File: config.mk
export PLATFORM = sky130hd
export DESIGN_NAME = debug_unit_flat
export DESIGN_NICKNAME = d
export VERILOG_FILES = /design/src/rtl/debug_unit_pkg.sv /design/src/rtl/debug_unit_if.sv /design/src/rtl/debug_unit_tx_serializer.sv /design/src/rtl/debug_unit.sv /design/src/flat_wrapper.sv
export SDC_FILE = /design/constraint.sdc
export NUM_CORES = 1
export LEC_CHECK = 0
export ABC_CLOCK_PERIOD_IN_PS = 5400
export CAP_MARGIN = 5
export CORE_AREA = 10 10 250 133
export DETAILED_ROUTE_END_ITERATION = 10
export DIE_AREA = 0 0 260 143
export MAX_ROUTING_LAYER = met4
export PLACE_DENSITY_LB_ADDON = 0.25
export SLEW_MARGIN = 20
export SYNTH_ARGS = -nofsm -noshare
export SYNTH_HDL_FRONTEND = slang
export SYNTH_SLANG_ARGS = --single-unit
File: constraint.sdc
create_clock -name clk -period 5.4 [get_ports clk]
set_clock_uncertainty 0.15 [all_clocks]
set_input_delay 1.62 -clock clk [delete_from_list [all_inputs] [get_ports clk]]
set_output_delay 1.62 -clock clk [all_outputs]
set_load 0.005 [all_outputs]
File: src/rtl/debug_unit_pkg.sv
// Shared definitions for the debug front end.
// Command bytes, FSM state encoding and the counter helper.
package debug_unit_pkg;

  localparam logic [7:0] CMD_LOAD = 8'h4C;
  localparam logic [7:0] CMD_RUN  = 8'h43;
  localparam logic [7:0] CMD_STEP = 8'h53;
  localparam logic [7:0] CMD_DUMP = 8'h44;

  localparam logic [31:0] HALT_DEFAULT = 32'hFFFF_FFFF;

  typedef enum logic [2:0] {
    S_IDLE,
    S_LOAD_LEN,
    S_LOAD_DATA,
    S_RUN,
    S_DRAIN,
    S_STEP,
    S_SNAP,
    S_SEND
  } dbg_state_t;

  function automatic logic [31:0] sat_inc(
    input logic [31:0] v
  );
    return (v == 32'hFFFF_FFFF) ? v : v + 32'd1;
  endfunction

endpackage

File: src/rtl/debug_unit_if.sv
// UART byte link between host side and debug unit.
// rx is a one-cycle strobe; tx is a valid/ready handshake.
interface debug_unit_if;
  logic [7:0] rx_data;
  logic       rx_valid;
  logic [7:0] tx_data;
  logic       tx_valid;
  logic       tx_ready;

  modport master (
    output rx_data, rx_valid, tx_ready,
    input  tx_data, tx_valid
  );

  modport slave (
    input  rx_data, rx_valid, tx_ready,
    output tx_data, tx_valid
  );
endinterface

File: src/rtl/debug_unit_tx_serializer.sv
// Snapshot word array to MSB-first byte stream.
// Word 0 sits in the LSBs of words and is sent first.
module debug_tx_serializer #(
  parameter int WORDS = 7
) (
  input  logic                 clk,
  input  logic                 reset,
  input  logic                 start,
  input  logic [32*WORDS-1:0]  words,
  input  logic                 tx_ready,
  output logic [7:0]           tx_data,
  output logic                 tx_valid,
  output logic                 done
);
  localparam int NB = 4 * WORDS;
  localparam int IW = $clog2(NB);

  logic [IW-1:0] idx;
  logic          last;
  logic [31:0]   word;
  logic [7:0]    sel;

  always_comb begin
    last = (idx == IW'(NB - 1));
    word = '0;
    for (int i = 0; i < WORDS; i++) begin
      if (idx[IW-1:2] == (IW-2)'(i))
        word = words[32*i +: 32];
    end
    sel = '0;
    unique case (idx[1:0])
      2'd0: sel = word[31:24];
      2'd1: sel = word[23:16];
      2'd2: sel = word[15:8];
      2'd3: sel = word[7:0];
      default: sel = '0;
    endcase
    tx_data = tx_valid ? sel : 8'h00;
    done    = tx_valid && tx_ready && last;
  end

  // tx_valid stays up until the final byte is accepted
  always_ff @(posedge clk or negedge reset) begin
    if (!reset) begin
      tx_valid <= 1'b0;
      idx      <= '0;
    end else if (start) begin
      tx_valid <= 1'b1;
      idx      <= '0;
    end else if (tx_valid && tx_ready) begin
      if (last)
        tx_valid <= 1'b0;
      else
        idx <= idx + IW'(1);
    end
  end

endmodule

File: src/rtl/debug_unit.sv
// Byte-command front end: loads imem, runs or steps the
// pipeline through pipe_en, and streams a state snapshot back.
module debug_unit
  import debug_unit_pkg::*;
#(
  parameter int          IMEM_ADDR_W  = 8,
  parameter int          DUMP_WORDS   = 5,
  parameter logic [31:0] HALT_INSTR   = HALT_DEFAULT,
  parameter int          DRAIN_CYCLES = 4
) (
  input  logic                     clk,
  input  logic                     reset,
  debug_unit_if.slave              link,
  output logic                     imem_we,
  output logic [IMEM_ADDR_W-1:0]   imem_addr,
  output logic [31:0]              imem_wdata,
  output logic                     pipe_en,
  output logic                     pipe_rst,
  input  logic [31:0]              instr_if,
  input  logic [31:0]              pc_if,
  input  logic [32*DUMP_WORDS-1:0] dump_bus,
  output logic                     busy
);
  localparam int SW  = 2 + DUMP_WORDS;
  localparam int DRW = $clog2(DRAIN_CYCLES + 1);

  dbg_state_t         state, state_nx;
  logic [31:0]        cnt;
  logic [23:0]        asm_q;
  logic [1:0]         byte_idx;
  logic [7:0]         words_left;
  logic [DRW-1:0]     drain_q;
  logic [32*SW-1:0]   snap;
  logic               rx_cmd;
  logic               cmd_load;
  logic               cmd_run;
  logic               cmd_step;
  logic               cmd_dump;
  logic               word_done;
  logic               snap_start;
  logic               tx_done;

  always_comb begin
    rx_cmd    = (state == S_IDLE) && link.rx_valid;
    cmd_load  = rx_cmd && (link.rx_data == CMD_LOAD);
    cmd_run   = rx_cmd && (link.rx_data == CMD_RUN);
    cmd_step  = rx_cmd && (link.rx_data == CMD_STEP);
    cmd_dump  = rx_cmd && (link.rx_data == CMD_DUMP);
    word_done = (state == S_LOAD_DATA) && link.rx_valid
                && (byte_idx == 2'd3);
  end

  always_ff @(posedge clk or negedge reset) begin
    if (!reset)
      state <= S_IDLE;
    else
      state <= state_nx;
  end

  always_comb begin
    state_nx = state;
    unique case (state)
      S_IDLE: begin
        unique case (1'b1)
          cmd_load: state_nx = S_LOAD_LEN;
          cmd_run:  state_nx = S_RUN;
          cmd_step: state_nx = S_STEP;
          cmd_dump: state_nx = S_SNAP;
          default:  state_nx = S_IDLE;
        endcase
      end
      S_LOAD_LEN:
        if (link.rx_valid)
          state_nx = (link.rx_data == 8'd0) ? S_IDLE : S_LOAD_DATA;
      S_LOAD_DATA:
        if (imem_we && words_left == 8'd1)
          state_nx = S_IDLE;
      S_RUN:
        if (instr_if == HALT_INSTR)
          state_nx = S_DRAIN;
      S_DRAIN:
        if (drain_q == DRW'(DRAIN_CYCLES - 1))
          state_nx = S_SNAP;
      S_STEP:  state_nx = S_SNAP;
      S_SNAP:  state_nx = S_SEND;
      S_SEND:
        if (tx_done)
          state_nx = S_IDLE;
      default: state_nx = S_IDLE;
    endcase
  end

  always_comb begin
    pipe_en = 1'b0;
    unique case (state)
      S_RUN, S_DRAIN, S_STEP: pipe_en = 1'b1;
      default:                pipe_en = 1'b0;
    endcase
    busy       = (state != S_IDLE);
    snap_start = (state == S_SNAP);
  end

  // a byte may land while the previous word's write is still in flight
  always_ff @(posedge clk or negedge reset) begin
    if (!reset) begin
      pipe_rst   <= 1'b1;
      cnt        <= '0;
      imem_we    <= 1'b0;
      imem_addr  <= '0;
      imem_wdata <= '0;
      asm_q      <= '0;
      byte_idx   <= '0;
      words_left <= '0;
      drain_q    <= '0;
    end else begin
      pipe_rst <= (state_nx == S_LOAD_LEN)
                  || (state_nx == S_LOAD_DATA);
      imem_we  <= word_done;
      if (word_done)
        imem_wdata <= {asm_q, link.rx_data};
      if (state == S_LOAD_DATA && link.rx_valid) begin
        asm_q    <= {asm_q[15:0], link.rx_data};
        byte_idx <= byte_idx + 2'd1;
      end
      if (cmd_load) begin
        imem_addr <= '0;
        byte_idx  <= '0;
        cnt       <= '0;
      end else begin
        if (imem_we)
          imem_addr <= imem_addr + IMEM_ADDR_W'(1);
        if (pipe_en)
          cnt <= sat_inc(cnt);
      end
      if (state == S_LOAD_LEN && link.rx_valid)
        words_left <= link.rx_data;
      else if (imem_we)
        words_left <= words_left - 8'd1;
      if (state == S_RUN)
        drain_q <= '0;
      else if (state == S_DRAIN)
        drain_q <= drain_q + DRW'(1);
    end
  end

  always_ff @(posedge clk or negedge reset) begin
    if (!reset)
      snap <= '0;
    else if (snap_start)
      snap <= {dump_bus, pc_if, cnt};
  end

  debug_tx_serializer #(
    .WORDS (SW)
  ) u_tx (
    .clk      (clk),
    .reset    (reset),
    .start    (snap_start),
    .words    (snap),
    .tx_ready (link.tx_ready),
    .tx_data  (link.tx_data),
    .tx_valid (link.tx_valid),
    .done     (tx_done)
  );

endmodule

File: src/flat_wrapper.sv
// flat-port wrapper written by rule: the top's interface ports become plain ports
module debug_unit_flat import debug_unit_pkg::*;
#(
  parameter int          IMEM_ADDR_W  = 8,
  parameter int          DUMP_WORDS   = 5,
  parameter logic [31:0] HALT_INSTR   = HALT_DEFAULT,
  parameter int          DRAIN_CYCLES = 4
)
  (clk, reset, imem_we, imem_addr, imem_wdata, pipe_en, pipe_rst, instr_if, pc_if, dump_bus, busy, link_rx_data, link_rx_valid, link_tx_ready, link_tx_data, link_tx_valid);
  debug_unit_if link_i ();
  input  logic clk;
  input  logic reset;
  output logic imem_we;
  output logic [IMEM_ADDR_W-1:0] imem_addr;
  output logic [31:0] imem_wdata;
  output logic pipe_en;
  output logic pipe_rst;
  input  logic [31:0] instr_if;
  input  logic [31:0] pc_if;
  input  logic [32*DUMP_WORDS-1:0] dump_bus;
  output logic busy;
  input wire logic [$bits(link_i.rx_data)-1:0] link_rx_data;
  input wire logic [$bits(link_i.rx_valid)-1:0] link_rx_valid;
  input wire logic [$bits(link_i.tx_ready)-1:0] link_tx_ready;
  output wire logic [$bits(link_i.tx_data)-1:0] link_tx_data;
  output wire logic [$bits(link_i.tx_valid)-1:0] link_tx_valid;
  assign link_i.rx_data = link_rx_data;
  assign link_i.rx_valid = link_rx_valid;
  assign link_i.tx_ready = link_tx_ready;
  assign link_tx_data = link_i.tx_data;
  assign link_tx_valid = link_i.tx_valid;
  debug_unit #(.IMEM_ADDR_W(IMEM_ADDR_W), .DUMP_WORDS(DUMP_WORDS), .HALT_INSTR(HALT_INSTR), .DRAIN_CYCLES(DRAIN_CYCLES)) u_core (.clk(clk), .reset(reset), .link(link_i), .imem_we(imem_we), .imem_addr(imem_addr), .imem_wdata(imem_wdata), .pipe_en(pipe_en), .pipe_rst(pipe_rst), .instr_if(instr_if), .pc_if(pc_if), .dump_bus(dump_bus), .busy(busy));
endmodule
==> out/results.tsv <==
metric	value	unit
status	completed	
cell mode on critical path	o22ai_1	
TritonCTS clock tree	built	
Synth Register Bits	344	
worst r2r src	u_core.cnt[0]	
Hold WS	327.0	ps
row count	44	
register area share after synthesis	0.5333	
fraction of layout cells with a size suffix above 1	0.08280	
initial DRC count	1622	
PD cells	524.0	mW/mm^2
worst-margin pin slew	1040	ps
DIE HEIGHT	143	um
largest net degree at the start of global routing	230	
ANT nets after route	0	
CTS H-tree depth	1	
area delta synth->final	26.31	%
CP Depth	7	
initial antenna violation count	1	
crit-path max cell delay	620	ps
design area	0.02039	sq mm
commonest non-fill, non-tap cells in the layout	733 x nand2_1, 340 x dfrtp_1, 287 x clkdlybuf4s50_1	
crit path cell chain	nand2b_1, buf_4, o22ai_1, a311oi_1, o22ai_1, o311a_1, clkdlybuf4s50_1	
top-area cell type share of the netlist area	0.5317	
Yosys warning count	0	
crit path capture	link_tx_data[5]	
starting density of the core	0.5629	
Residual DRC	0	
Synth area leader	dfrtp_1	
final hold vios	0	
Req. time, crit path	3630	ps
Routed WL per cell	20.34	um
Critical path buffers and inverters	2	
Setup Crit Path Kind	reg2out	
Worst path top cell family by delay	compound AO/OA/AOI/OAI gates	
Critical Path Source	u_core.u_tx.idx[2]	
worst relative slew slack	0.3069	
Placed Cells incl. Taps	2355	
TNS Setup	0	ps
top post-synthesis cells by area	dfrtp_1 53%, nand2_1 17%, mux2_2 4.2%, mux2i_1 3.6%, o21ai_0 2.2%	
Mean Syn Cell Area	9.131	sq um
FFs w/ async S/R, synth	1.000	
ys flop type	dfrtp_1	
DR vias	13770	
Synth Instances	1768	
Via-to-Cell Ratio	5.714	
CP Max Fanout	25	
Synth Net Count	2015	
Peak supply drop	0.0003865	V
fin. max-slew vios	0	
routability cong.	0.9318	
number of distinct library cells after synthesis	63	
CTS clk-pin slew, worst paths	80	ps
CTS Root Cell	clkbuf_16	
Clk Latency, worst-skew pair	580	ps
Die W	260	um
CTS resizes	0	
first-pass GRT wire length	75200	um
Final min period	5276	ps
routed wire length	49010	um
r2r worst-path depth	6	
Final Non-Filler Cells	2409	
Core Area	0.02868	sq mm
number of port buffers	288	
max-cap viol count	0	
number of synthesized flops with an enable pin	0	
Final Cycle Share	0.9770	
Max Freq	0.1895	GHz
most common cell after layout, fill and taps aside	nand2_1	
Hold Crit Class	reg2reg	
GR Overflow Total	0	
slowest CP cell	nand2b_1	
crit path launch type	flop	
leakage	9.330	nW
Critical R2R Capture	u_core.cnt[9]	
die area	0.03718	sq mm
CTS buffer count	29	
mapped cell area	0.01614	sq mm
Critical Path AT	3510	ps
clk buf depth	3	
dpl cell area	0.01936	sq mm
Critical Path Sink Type	primary output	
RSZ-0062 raised after global routing	no	
fin nets	2243	
Total Routing Usage GR	0.2634	
First-pass DRT Iterations	6	
total clock sinks	344	
Hold Startpoint	u_core.snap[124]	
Ports	289	
vias in the first global route	13310	
flop2flop setup slack	2480	ps
post-DP HPWL	35350	um
endpoints failing setup	0	
==> timing repair <==
action | in CTS | in global routing
hold buffers | 0 | 0
setup buffers | 0 | 1
hold endpoints to repair | 0 | 0
setup endpoints to repair | 0 | 1
==> Yosys cell counts, drive strengths merged (10+ instances only) <==
cell type,number
nand2,733
dfrtp,343
nor2,49
xor2,10
nor4,13
or4,12
mux2,60
o21ai,72
nand2b,10
buf,24
o31ai,10
nand4,14
a311oi,20
ha,11
inv,17
o22ai,32
xnor2,18
nand3,19
mux2i,58
a21oi,42
clkbuf,89
nor3,13
==> registers in the layout (all words and copies together) (netlist names) <==
name,flops
u_core.u_tx.idx,5
u_core.imem_wdata,32
u_core.byte_idx,2
u_core.words_left,8
u_core.drain_q,3
u_core.asm_q,24
u_core.state,3
u_core.snap,224
u_core.u_tx.tx_valid,1
u_core.imem_we,1
u_core.imem_addr,8
u_core.pipe_rst,1
u_core.cnt,32
==> routing by layer <==
| metal | vias to the layer above | GRT usage | part of all wire |
|---|---|---|---|
| met2 | 517 | 0.4018 | 0.46 |
| met5 | - | - | 0 |
| met1 | 6796 | 0.3562 | 0.43 |
| met4 | 0 | 0.06030 | 0.022 |
| met3 | 71 | 0.05717 | 0.087 |
| li1 | 6382 | - | - |
==> cell type report <==
class,instances,area (sq um)
inverter,17,63.81
sequential,344,8616
tap,391,489.2
antenna,1,2.502
fill,2202,8290
multi-input combinational,1294,7056
clock inverter,17,216.5
timing repair buffer,310,3161
clock buffer,35,788.3
==> worst min-delay path by stage <==
stage                        to  slack (ps)  depth (start not counted)
2_1_floorplan   u_core.snap[73]         290                          2
3_3_place_gp   u_core.snap[127]         300                          2
3_5_place_dp   u_core.snap[128]         310                          2
4_1_cts        u_core.snap[120]         330                          2
5_1_grt        u_core.snap[167]         350                          2
6_report       u_core.snap[124]         330                          2
==> where the power goes <==
group,switching [W],internal (W),total [W]
Combinational,0.00228,0.00158,0.00386
Sequential,0.000965,0.00363,0.00460
Clock,0.000989,0.00124,0.00223
==> metrics by stage <==
step | setup slack [ps] | power (W) | utilization
floorplan | 1602 | 0.006758 | -
global placement | 838.6 | 0.008234 | 0.6746
detailed placement | 752.6 | 0.008371 | 0.6749
CTS | 123.7 | 0.01065 | 0.7099
global route | 35.26 | 0.01134 | 0.7110
finish | 124.1 | 0.01069 | 0.7110
==> worst min-delay path, cell delays in order (launching register included) <==
cell	delay (ps)
dfrtp_1	340
nand2_1	50
nand2_1	60
==> kinds of logic (layout without fill, tap and decap cells) <==
logic type / after synthesis / in the layout / synth area share
buf+inv: 130 / 379 / 0.03147
flops: 344 / 344 / 0.5333
mux: 126 / 126 / 0.08897
other cells: 0 / 1 / 0
simple gates: 898 / 898 / 0.2282
fa+ha+maj: 11 / 11 / 0.008525
compound gates: 231 / 231 / 0.09432
xor+xnor: 28 / 28 / 0.01519
(Power assumes the default switching activity.)
